[src/rtl/spi_frm_pkg.sv]
// Shared SPI frame definitions: frame geometry, CRC-8 polynomial, receiver FSM
// states and the 16-to-8 CRC function used by both slave and master sides.
package spi_frm_pkg;

    localparam int         FRM_BITS = 24;
    localparam logic [7:0] CRC_POLY = 8'h07;

    typedef enum logic [1:0] {
        ST_IDLE = 2'd0,
        ST_ACT  = 2'd1,
        ST_CHK  = 2'd2
    } frm_state_t;

    // CRC-8, init 0, no reflection, no final XOR, MSB of the payload first.
    function automatic logic [7:0] crc8_16(input logic [15:0] d);
        logic [7:0] c;
        c = '0;
        for (int i = 15; i >= 0; i--) begin
            if (c[7] ^ d[i]) begin
                c = {c[6:0], 1'b0} ^ CRC_POLY;
            end else begin
                c = {c[6:0], 1'b0};
            end
        end
        return c;
    endfunction

endpackage

[src/rtl/spi_slv_frame_rx_if.sv]
// Pin and result bundle of the SPI frame receiver; slave is the device side,
// master is whatever drives the SPI pins and consumes the frame results.
interface spi_slv_frame_rx_if;

    logic        i_sclk;
    logic        i_csb;
    logic        i_mosi;
    logic        o_miso;
    logic        o_miso_oe;
    logic [15:0] i_rsp_data;
    logic        o_frm_vld;
    logic [7:0]  o_cmd;
    logic [7:0]  o_data;
    logic        o_crc_err;
    logic        o_len_err;
    logic [7:0]  o_frm_cnt;

    modport slave (
        input  i_sclk, i_csb, i_mosi, i_rsp_data,
        output o_miso, o_miso_oe, o_frm_vld, o_cmd, o_data,
               o_crc_err, o_len_err, o_frm_cnt
    );

    modport master (
        output i_sclk, i_csb, i_mosi, i_rsp_data,
        input  o_miso, o_miso_oe, o_frm_vld, o_cmd, o_data,
               o_crc_err, o_len_err, o_frm_cnt
    );

endinterface

[src/rtl/crc16to8_parallel.sv]
// Single-cycle CRC-8 (poly 0x07) over a 16-bit word, MSB first.
module crc16to8_parallel
    import spi_frm_pkg::*;
(
    input  logic [15:0] i_data,
    output logic [7:0]  o_crc
);

    assign o_crc = crc8_16(i_data);

endmodule

[src/rtl/spi_slv_sync.sv]
// Multi-flop synchroniser for one asynchronous SPI line, with rise/fall
// decode taken from the last synchroniser stage and one extra history flop.
module spi_slv_sync #(
    parameter int   SYNC_STG = 2,
    parameter logic IDLE_LVL = 1'b0
) (
    input  logic i_clk,
    input  logic i_rst,
    input  logic i_d,
    output logic o_lvl,
    output logic o_rise,
    output logic o_fall
);

    logic [SYNC_STG:0] sync_q;

    always_ff @(posedge i_clk or posedge i_rst) begin
        if (i_rst) begin
            sync_q <= {(SYNC_STG + 1){IDLE_LVL}};
        end else begin
            sync_q <= {sync_q[SYNC_STG-1:0], i_d};
        end
    end

    assign o_lvl  = sync_q[SYNC_STG-1];
    assign o_rise = sync_q[SYNC_STG-1] & ~sync_q[SYNC_STG];
    assign o_fall = ~sync_q[SYNC_STG-1] & sync_q[SYNC_STG];

endmodule

[src/rtl/spi_slv_frame_rx.sv]
// SPI slave receiver for the {cmd, data, crc8} command frame, oversampled in
// the i_clk domain, with a simultaneous {rsp, crc8(rsp)} reply on MISO.
module spi_slv_frame_rx
    import spi_frm_pkg::*;
#(
    parameter int SYNC_STG  = 2,
    parameter int FRM_BITS  = spi_frm_pkg::FRM_BITS,
    parameter int BIT_CNT_W = 5
) (
    input  logic              i_clk,
    input  logic              i_rst,
    spi_slv_frame_rx_if.slave bus
);

    frm_state_t             state_q;
    frm_state_t             state_d;
    logic [FRM_BITS-1:0]    rx_sh;
    logic [FRM_BITS-1:0]    tx_sh;
    logic [BIT_CNT_W-1:0]   bit_cnt;
    logic                   sclk_lvl, sclk_rise, sclk_fall;
    logic                   csb_lvl, csb_rise, csb_fall;
    logic                   mosi_lvl, mosi_rise, mosi_fall;
    logic [7:0]             crc_rx;
    logic [7:0]             crc_tx;
    logic                   crc_ok;
    logic                   unused_sync;

    spi_slv_sync #(.SYNC_STG(SYNC_STG), .IDLE_LVL(1'b0)) u_sync_sclk (
        .i_clk (i_clk), .i_rst (i_rst), .i_d (bus.i_sclk),
        .o_lvl (sclk_lvl), .o_rise (sclk_rise), .o_fall (sclk_fall)
    );

    spi_slv_sync #(.SYNC_STG(SYNC_STG), .IDLE_LVL(1'b1)) u_sync_csb (
        .i_clk (i_clk), .i_rst (i_rst), .i_d (bus.i_csb),
        .o_lvl (csb_lvl), .o_rise (csb_rise), .o_fall (csb_fall)
    );

    spi_slv_sync #(.SYNC_STG(SYNC_STG), .IDLE_LVL(1'b0)) u_sync_mosi (
        .i_clk (i_clk), .i_rst (i_rst), .i_d (bus.i_mosi),
        .o_lvl (mosi_lvl), .o_rise (mosi_rise), .o_fall (mosi_fall)
    );

    // Only the edges of SCLK/CSB and the level of MOSI steer the frame logic.
    assign unused_sync = ^{sclk_lvl, csb_lvl, mosi_rise, mosi_fall};

    crc16to8_parallel u_crc_rx (
        .i_data (rx_sh[FRM_BITS-1:8]),
        .o_crc  (crc_rx)
    );

    crc16to8_parallel u_crc_tx (
        .i_data (bus.i_rsp_data),
        .o_crc  (crc_tx)
    );

    assign crc_ok = (rx_sh[7:0] == crc_rx);

    always_ff @(posedge i_clk or posedge i_rst) begin
        if (i_rst) begin
            state_q <= ST_IDLE;
        end else begin
            state_q <= state_d;
        end
    end

    always_comb begin
        state_d = state_q;
        case (state_q)
            ST_IDLE: if (csb_fall) state_d = ST_ACT;
            ST_ACT:  if (csb_rise) state_d = ST_CHK;
            ST_CHK:  state_d = ST_IDLE;
            default: state_d = ST_IDLE;
        endcase
    end

    // Result pulses are registered in the CHK cycle so they line up with the
    // updated o_cmd/o_data/o_frm_cnt on the following cycle.
    always_ff @(posedge i_clk or posedge i_rst) begin
        if (i_rst) begin
            rx_sh         <= '0;
            tx_sh         <= '0;
            bit_cnt       <= '0;
            bus.o_cmd     <= '0;
            bus.o_data    <= '0;
            bus.o_frm_cnt <= '0;
            bus.o_frm_vld <= 1'b0;
            bus.o_crc_err <= 1'b0;
            bus.o_len_err <= 1'b0;
        end else begin
            bus.o_frm_vld <= 1'b0;
            bus.o_crc_err <= 1'b0;
            bus.o_len_err <= 1'b0;
            case (state_q)
                ST_IDLE: begin
                    if (csb_fall) begin
                        bit_cnt <= '0;
                        tx_sh   <= {bus.i_rsp_data, crc_tx};
                    end
                end
                ST_ACT: begin
                    // An SCLK edge coinciding with CSB release is dropped.
                    if (!csb_rise) begin
                        if (sclk_rise) begin
                            rx_sh <= {rx_sh[FRM_BITS-2:0], mosi_lvl};
                            if (bit_cnt != '1) begin
                                bit_cnt <= bit_cnt + BIT_CNT_W'(1);
                            end
                        end
                        if (sclk_fall) begin
                            tx_sh <= {tx_sh[FRM_BITS-2:0], 1'b0};
                        end
                    end
                end
                ST_CHK: begin
                    if (bit_cnt == BIT_CNT_W'(FRM_BITS)) begin
                        if (crc_ok) begin
                            bus.o_frm_vld <= 1'b1;
                            bus.o_cmd     <= rx_sh[FRM_BITS-1 -: 8];
                            bus.o_data    <= rx_sh[FRM_BITS-9 -: 8];
                            bus.o_frm_cnt <= bus.o_frm_cnt + 8'd1;
                        end else begin
                            bus.o_crc_err <= 1'b1;
                        end
                    end else if (bit_cnt != '0) begin
                        bus.o_len_err <= 1'b1;
                    end
                end
                default: begin
                end
            endcase
        end
    end

    assign bus.o_miso    = (state_q == ST_ACT) & tx_sh[FRM_BITS-1];
    assign bus.o_miso_oe = (state_q == ST_ACT);

endmodule

[src/flat_wrapper.sv]
// flat-port wrapper written by rule: the top's interface ports become plain ports
module spi_slv_frame_rx_flat import spi_frm_pkg::*;
#(
    parameter int SYNC_STG  = 2,
    parameter int FRM_BITS  = spi_frm_pkg::FRM_BITS,
    parameter int BIT_CNT_W = 5
)
  (i_clk, i_rst, bus_i_sclk, bus_i_csb, bus_i_mosi, bus_i_rsp_data, bus_o_miso, bus_o_miso_oe, bus_o_frm_vld, bus_o_cmd, bus_o_data, bus_o_crc_err, bus_o_len_err, bus_o_frm_cnt);
  spi_slv_frame_rx_if bus_i ();
  input  logic i_clk;
  input  logic i_rst;
  input wire logic [$bits(bus_i.i_sclk)-1:0] bus_i_sclk;
  input wire logic [$bits(bus_i.i_csb)-1:0] bus_i_csb;
  input wire logic [$bits(bus_i.i_mosi)-1:0] bus_i_mosi;
  input wire logic [$bits(bus_i.i_rsp_data)-1:0] bus_i_rsp_data;
  output wire logic [$bits(bus_i.o_miso)-1:0] bus_o_miso;
  output wire logic [$bits(bus_i.o_miso_oe)-1:0] bus_o_miso_oe;
  output wire logic [$bits(bus_i.o_frm_vld)-1:0] bus_o_frm_vld;
  output wire logic [$bits(bus_i.o_cmd)-1:0] bus_o_cmd;
  output wire logic [$bits(bus_i.o_data)-1:0] bus_o_data;
  output wire logic [$bits(bus_i.o_crc_err)-1:0] bus_o_crc_err;
  output wire logic [$bits(bus_i.o_len_err)-1:0] bus_o_len_err;
  output wire logic [$bits(bus_i.o_frm_cnt)-1:0] bus_o_frm_cnt;
  assign bus_i.i_sclk = bus_i_sclk;
  assign bus_i.i_csb = bus_i_csb;
  assign bus_i.i_mosi = bus_i_mosi;
  assign bus_i.i_rsp_data = bus_i_rsp_data;
  assign bus_o_miso = bus_i.o_miso;
  assign bus_o_miso_oe = bus_i.o_miso_oe;
  assign bus_o_frm_vld = bus_i.o_frm_vld;
  assign bus_o_cmd = bus_i.o_cmd;
  assign bus_o_data = bus_i.o_data;
  assign bus_o_crc_err = bus_i.o_crc_err;
  assign bus_o_len_err = bus_i.o_len_err;
  assign bus_o_frm_cnt = bus_i.o_frm_cnt;
  spi_slv_frame_rx #(.SYNC_STG(SYNC_STG), .FRM_BITS(FRM_BITS), .BIT_CNT_W(BIT_CNT_W)) u_core (.i_clk(i_clk), .i_rst(i_rst), .bus(bus_i));
endmodule
[config.mk]
export PLATFORM = sky130hd
export DESIGN_NAME = spi_slv_frame_rx_flat
export DESIGN_NICKNAME = d
export VERILOG_FILES = /design/src/rtl/spi_frm_pkg.sv /design/src/rtl/spi_slv_frame_rx_if.sv /design/src/rtl/crc16to8_parallel.sv /design/src/rtl/spi_slv_sync.sv /design/src/rtl/spi_slv_frame_rx.sv /design/src/flat_wrapper.sv
export SDC_FILE = /design/constraint.sdc
export NUM_CORES = 1
export LEC_CHECK = 0
export ABC_AREA = 1
export CAP_MARGIN = 0
export CORE_UTILIZATION = 60
export CTS_CLUSTER_SIZE = 10
export DETAILED_ROUTE_END_ITERATION = 8
export PLACE_DENSITY = 0.84
export SLEW_MARGIN = 20
export SYNTH_ARGS = -nofsm -noshare
export SYNTH_HDL_FRONTEND = slang
export SYNTH_SLANG_ARGS = --single-unit
[constraint.sdc]
create_clock -name i_clk -period 6 [get_ports i_clk]
set_input_delay 1.2 -clock i_clk [delete_from_list [all_inputs] [get_ports i_clk]]
set_output_delay 1.2 -clock i_clk [all_outputs]
set_load 0.1 [all_outputs]
==> out/metrics.cfg, run 1 <==
[power_and_ir_drop]
p_clk_share_pct = 13.1
seqPwrFrac_pct = 31.0
p_per_area_nw_per_um2 = 508.2
internal-power_mw = 1.438
report.power.total_mw = 2.924
peakVddDrop_mv = 0.3138
leakagePower_nw = 2.928
combPwrFrac_pct = 56.0
p_sw_mw = 1.487
p_sw_share_pct = 50.84

[floorplan]
io_pins = 50
die_y_um = 93.91
die_width_um = 93.91
row_count = 33
start_util_pct = 62.00
coreArea_um2 = 8175
fp.dieArea_um2 = 8819

[yosys]
ys_ff_latch = 90
synth_cells = 656
ys_async_sr_fraction_pct = 100.0
netlist_area_um2 = 5069
synthMostInstantiatedCell = nand2_1
synth_top_flop_cell = dfrtp_1
ys_seq_area_share_pct = 44.51
synth_area_leaders = dfrtp_1 (43%), nand2_1 (16%), inv_1 (5.3%), o21ai_0 (4.4%), nand3_1 (3.6%)
syn_nets = 681
synth.cells.most_frequent = nand2_1 (219), dfrtp_1 (87), inv_1 (72), o21ai_0 (45), nand3_1 (36)
synth_top_area_cell = dfrtp_1
yosysTopAreaCellShare_pct = 42.95
ys_warn_count = 0
yosys.cell_types.count = 31
postSynthAreaPerCell_um2 = 7.727
synth_edf_count = 0

[clock_tree]
htree_levels = 3
hold_buffers = 0
post_cts_buffers = 0
clock_latency_ps = 370
cts_tree = built
cts_root_buf = clkbuf_8
cts_resized = 0
clkSlewWorstSetupHoldPaths_ps = 90
cts_buffers = 9
cts.sinks = 90
cts_buffer_depth = 2

[timing]
period_minus_slack_ps = 4057
fmaxAchievable_mhz = 246.5
maxSlewHeadroom_pct = 34.49
drv_slew = 0
rsz0062_at_grt = no
worst_pin_slew_ps = 979.6
setup_viol = 0
hold_violations = 0
skew_ps = 16.61
fin_crit_sh_pct = 67.62
fin_setup_tns_ps = 0

[drt]
drt_iter0_drc = 249
drc_errors = 0
wl_per_cell_um = 12.80
wirelength_um = 10320
routed_via_density = 5.366
firstDrtPassIters = 5
via_count = 4325
ant_nets = 0

[setup_path]
cp_data_arrival_time_ps = 2860
criticalPathCategory = reg -> out
end_kind = output pin
cp-start-kind = register
worstPathRequired_ps = 4800
worstPathMaxFanout = 43

[finish]
multiInputGateArea_um2 = 2362
area_growth_syn_to_layout_pct = 13.53
diodes = 0
layout-drive-gt1-share_pct = 9.558
fin_nets = 721
fin_area_um2 = 5754
regArea_um2 = 2256
nFillCells = 650

[grt]
use_met2_pct = 44.83
grt_util_all_layers_pct = 25.41
grt_pass1_vias = 4048
grtUsageMet1_pct = 30.89
grt_max_degree = 53
grtUsageMet3_pct = 3.964
gr-max-usage-layer = met2
grt-ovfl-total = 0
antenna_found_initial = 0
grt_pass1_wl_um = 17500

[place]
hpwl_um = 7367
gp_congestion = 0.8882
postPlaceCellArea_um2 = 5579
portBuffers = 49

[run]
max_cap_viol_count = 0

[min_path]
hp-class = reg -> reg

[outcome]
outcome = finished clean

-- state kept, by name, summed over array words and instances, names as in the netlist --
register / flops
u_core.bus.o_cmd: 8
u_core.bus.o_frm_cnt: 8
u_core.u_sync_csb.sync_q: 3
u_core.bit_cnt: 5
u_core.bus.o_len_err: 1
u_core.u_sync_mosi.sync_q: 2
u_core.tx_sh: 24
u_core.u_sync_sclk.sync_q: 3
u_core.bus.o_data: 8
u_core.state_q: 2
u_core.rx_sh: 24
u_core.bus.o_crc_err: 1
u_core.bus.o_frm_vld: 1
-- cell families (layout without fill, tap and decap cells) --
family,after synthesis,after routing,share of synthesized area (%)
AOI/OAI and AO/OA,76,76,8.393
and+or+nand+nor,343,343,31.00
buffers and inverters,107,152,8.887
adders and majority gates,4,4,0.9874
xor gates and xnor gates,36,36,6.221
DFF,90,90,44.51
-- layout by cell type, fill, tap and decap left out --
master           instances
nand2_2                 19
clkinv_2                 3
xor2_1                  19
inv_1                   71
clkinv_1                 3
nand2_1                219
nor4_1                   3
o211ai_1                16
o21ai_0                 45
nor2_4                   2
nand2_4                  5
nand4_1                 26
inv_6                    3
clkdlybuf4s50_1         49
nor3_1                   1
a21oi_1                 12
xnor2_1                 17
ha_1                     4
o22ai_1                  2
nand3b_2                 1
o31ai_1                  1
nand4_4                  1
nand3_1                 36
dfrtp_1                 87
clkinvlp_4               2
inv_2                    9
buf_4                    3
dfstp_2                  3
clkbuf_8                 9
nor2_2                   4
nor2_1                  20
nand3_2                  3
nand3b_1                 3
-- critical path, stage by stage, from the launching register on --
cell             delay [ps]
dfrtp_1                 420
nor2_2                  110
buf_4                   360
clkinv_1                310
nor2_1                  150
clkdlybuf4s50_1        1140
-- stage by stage --
stage                     util (%)  hold WS (ps)  setup WS [ps]  cells
final                        70.39         357.0           1943    806
after global routing         70.39         363.4           1777    806
after CTS                    70.39         359.7           1938    806
after detailed placement     68.24         343.2           2338    790
after global placement       68.24         331.5           2362    790
after floorplan                  -         331.2           2470    656
-- cell type report --
cell class / count / area share (%)
Sequential cell: 90 / 39.20
Clock buffer: 9 / 2.153
Tap cell: 105 / 2.283
Clock inverter: 7 / 0.8915
Inverter: 84 / 5.501
Multi-Input combinational cell: 459 / 41.05
Timing Repair Buffer: 52 / 8.915
-- per-layer routing --
| layer | part of all wire (%) | vias to the layer above |
|---|---|---|
| met1 | 43 | 2028 |
| met3 | 3.5 | 16 |
| met4 | 1.8 | 0 |
| met5 | 0 | - |
| met2 | 52 | 108 |
| li1 | - | 2173 |
-- power groups by stage --
| stage | combinational (mW) | clock [mW] | sequential (mW) |
|---|---|---|---|
| after floorplan | 1.39 | 0 | 0.874 |
| after global placement | 1.55 | 0 | 0.908 |
| after detailed placement | 1.62 | 0 | 0.914 |
| after CTS | 1.63 | 0.391 | 0.902 |
| after global routing | 1.85 | 0.415 | 0.925 |
| final | 1.64 | 0.382 | 0.905 |
-- final timing paths --
check / from / end / slack, ps / cells after the start
worst min-delay path: u_core.u_sync_sclk.sync_q[0]$_DFF_PP0_ / u_core.u_sync_sclk.sync_q[1]$_DFF_PP0_ / 360 / 0
min in group asynchronous: i_rst / u_core.bus.o_len_err$_DFF_PP0_ / 1230 / 2
max in group asynchronous: i_rst / u_core.rx_sh[8]$_DFFE_PP0P_ / 3700 / 3
worst max-delay path: u_core.state_q[1]$_DFFE_PP0P_ / bus_o_miso / 1940 / 5
worst max register to register: u_core.state_q[1]$_DFFE_PP0P_ / u_core.tx_sh[5]$_DFFE_PP0P_ / 3300 / 8
worst min register to register: u_core.u_sync_sclk.sync_q[0]$_DFF_PP0_ / u_core.u_sync_sclk.sync_q[1]$_DFF_PP0_ / 360 / 0
Note: power is estimated with default switching activity, not from simulation.
==> run 2: changes to the inputs <==
Settings changed: CORE_UTILIZATION 60 to 58, PLACE_DENSITY 0.84 to 0.82.
Clock period 6 ns to 3.9 ns, I/O delays scaled along.
==> out/metrics.cfg, run 2 (synthesis gave the netlist of run 1 again) <==
[grt]
grt_pass1_vias = 4100  ; +1.3%
grt_max_degree = 49  ; -7.5%
grt_pass1_wl_um = 18220  ; +4.1%
grt_util_all_layers_pct = 25.78  ; +0.37 points
antenna_found_initial = 0  ; unchanged
grt-ovfl-total = 0  ; unchanged

[finish]
instances_no_fill = 807  ; +0.12%
nFillCells = 677  ; +4.2%
diodes = 0  ; unchanged
area_growth_syn_to_layout_pct = 15.35
layout-drive-gt1-share_pct = 9.972  ; +0.41 points
final_cell_mix = nand2_1 (219), dfrtp_1 (87), inv_1 (71)
fin_nets = 722  ; +0.14%
final_common_cell = nand2_1
reg_top3 = u_core.rx_sh (24), u_core.tx_sh (24)

[drt]
wl_per_cell_um = 13.17  ; +2.9%
routed_via_density = 5.423  ; +1.1%
firstDrtPassIters = 4  ; -1
via_count = 4376  ; +1.2%
wirelength_um = 10630  ; +3.0%
drt_iter0_drc = 196  ; -21%
drc_errors = 0  ; unchanged
ant_nets = 0  ; unchanged

[timing]
rsz0062_at_grt = no
maxSlewHeadroom_pct = 33.75  ; -0.75 points
fin_ws_ps = 896.9  ; -1046 ps
fin_setup_tns_ps = 0  ; unchanged
drv_slew = 0  ; unchanged
skew_ps = 9.808  ; -6.801 ps
worst_pin_slew_ps = 992.7  ; +13.17 ps
fmaxAchievable_mhz = 333.0
period_minus_slack_ps = 3003
hold_violations = 0  ; unchanged
setup_viol = 0  ; unchanged
fin_crit_sh_pct = 77.00

[clock_tree]
cts_root_buf = clkbuf_8
cts_buffer_depth = 2  ; unchanged
post_cts_buffers = 0  ; unchanged
cts.sinks = 90  ; unchanged
clock_latency_ps = 360  ; about the same
cts_tree = built
clkSlewWorstSetupHoldPaths_ps = 90  ; about the same
cts_buffers = 9  ; unchanged
cts_resized = 0  ; unchanged
htree_levels = 3  ; unchanged
hold_buffers = 0  ; unchanged

[place]
portBuffers = 49  ; unchanged
gp_congestion = 0.9083  ; +2.3%
dp_cells = 791  ; +0.13%
hpwl_um = 7366  ; about the same
dp_slack_ps = 1127  ; -1212 ps

[outcome]
outcome = finished clean

[floorplan]
die_y_um = 95.48  ; +1.7%
io_pins = 50  ; unchanged
die_width_um = 95.48  ; +1.7%
start_util_pct = 60.77  ; -1.2 points
row_count = 33  ; unchanged
coreArea_um2 = 8341  ; +2.0%
fp.dieArea_um2 = 9116  ; +3.4%

[setup_path]
worstPathRequired_ps = 3120  ; -1680 ps
end_kind = output pin
criticalPathCategory = reg -> out
worstPathMaxFanout = 41  ; -4.7%
cp-start-kind = register
cp_data_arrival_time_ps = 2220  ; -640 ps

[min_path]
hp-class = reg -> reg

[power_and_ir_drop]
p_per_area_nw_per_um2 = 807.5  ; +59%
leakagePower_nw = 2.978  ; +1.7%
peakVddDrop_mv = 0.4765  ; +52%

[run]
max_cap_viol_count = 0  ; unchanged

[run 2: path summary, 6_finish.rpt]
kind / start / endpoint / slack, ps / depth (start not counted)
worst min register to register: u_core.u_sync_csb.sync_q[0]$_DFF_PP1_ / u_core.u_sync_csb.sync_q[1]$_DFF_PP1_ / 360 / 0
worst max register to register: u_core.u_sync_csb.sync_q[2]$_DFF_PP1_ / u_core.tx_sh[5]$_DFFE_PP0P_ / 1290 / 8
min in group asynchronous: i_rst / u_core.rx_sh[2]$_DFFE_PP0P_ / 860 / 2
worst min-delay path: u_core.u_sync_csb.sync_q[0]$_DFF_PP1_ / u_core.u_sync_csb.sync_q[1]$_DFF_PP1_ / 360 / 0
worst max-delay path: u_core.state_q[0]$_DFFE_PP0P_ / bus_o_miso / 900 / 6
max in group asynchronous: i_rst / u_core.bus.o_data[2]$_DFFE_PP0P_ / 2210 / 3
[run 2: critical path, stage by stage, from the launching register on]
cell      delay [ps]
dfrtp_1          400
inv_1             90
nor2_2           130
buf_4            370
clkinv_1         370
nor2_1           280
buf_12           210
[run 2: cell type report]
cell class,count,area (µm²),area share [%]
clock buffers,9,123.9,2.119
inverters,84,316.6,5.414
well taps,105,131.4,2.247
clock inverters,7,128.9,2.204
flip-flops and latches,90,2256,38.58
repair buffers,53,528.0,9.031
multi-input cells,459,2362,40.40
[run 2: metal layers]
metal  track usage, %  vias to the layer above  part of all wire [%]
met5                0                        -                     0
met4            10.32                        0                   2.2
met3            3.987                       24                   4.4
met2            43.21                      125                    51
met1            33.42                     2050                    43
li1                 -                     2177                     -
[run 2: power by group]
part           switching (mW)  total (mW)  internal, mW
clock                   0.360       0.792         0.432
combinational            1.74        2.54         0.794
sequential              0.206        1.39          1.19
total                    2.31        4.72          2.41
[run 2: stage by stage]
step	cell area (µm²)	hold slack [ps]	total power [mW]	util, %
2_1_floorplan	5069	331.2	3.476	-
3_3_place_gp	5594	332.2	3.819	67.07
3_5_place_dp	5594	341.0	3.921	67.07
4_1_cts	5847	362.5	4.721	70.10
5_1_grt	5847	369.9	5.134	70.10
6_report	5847	362.0	4.721	70.10
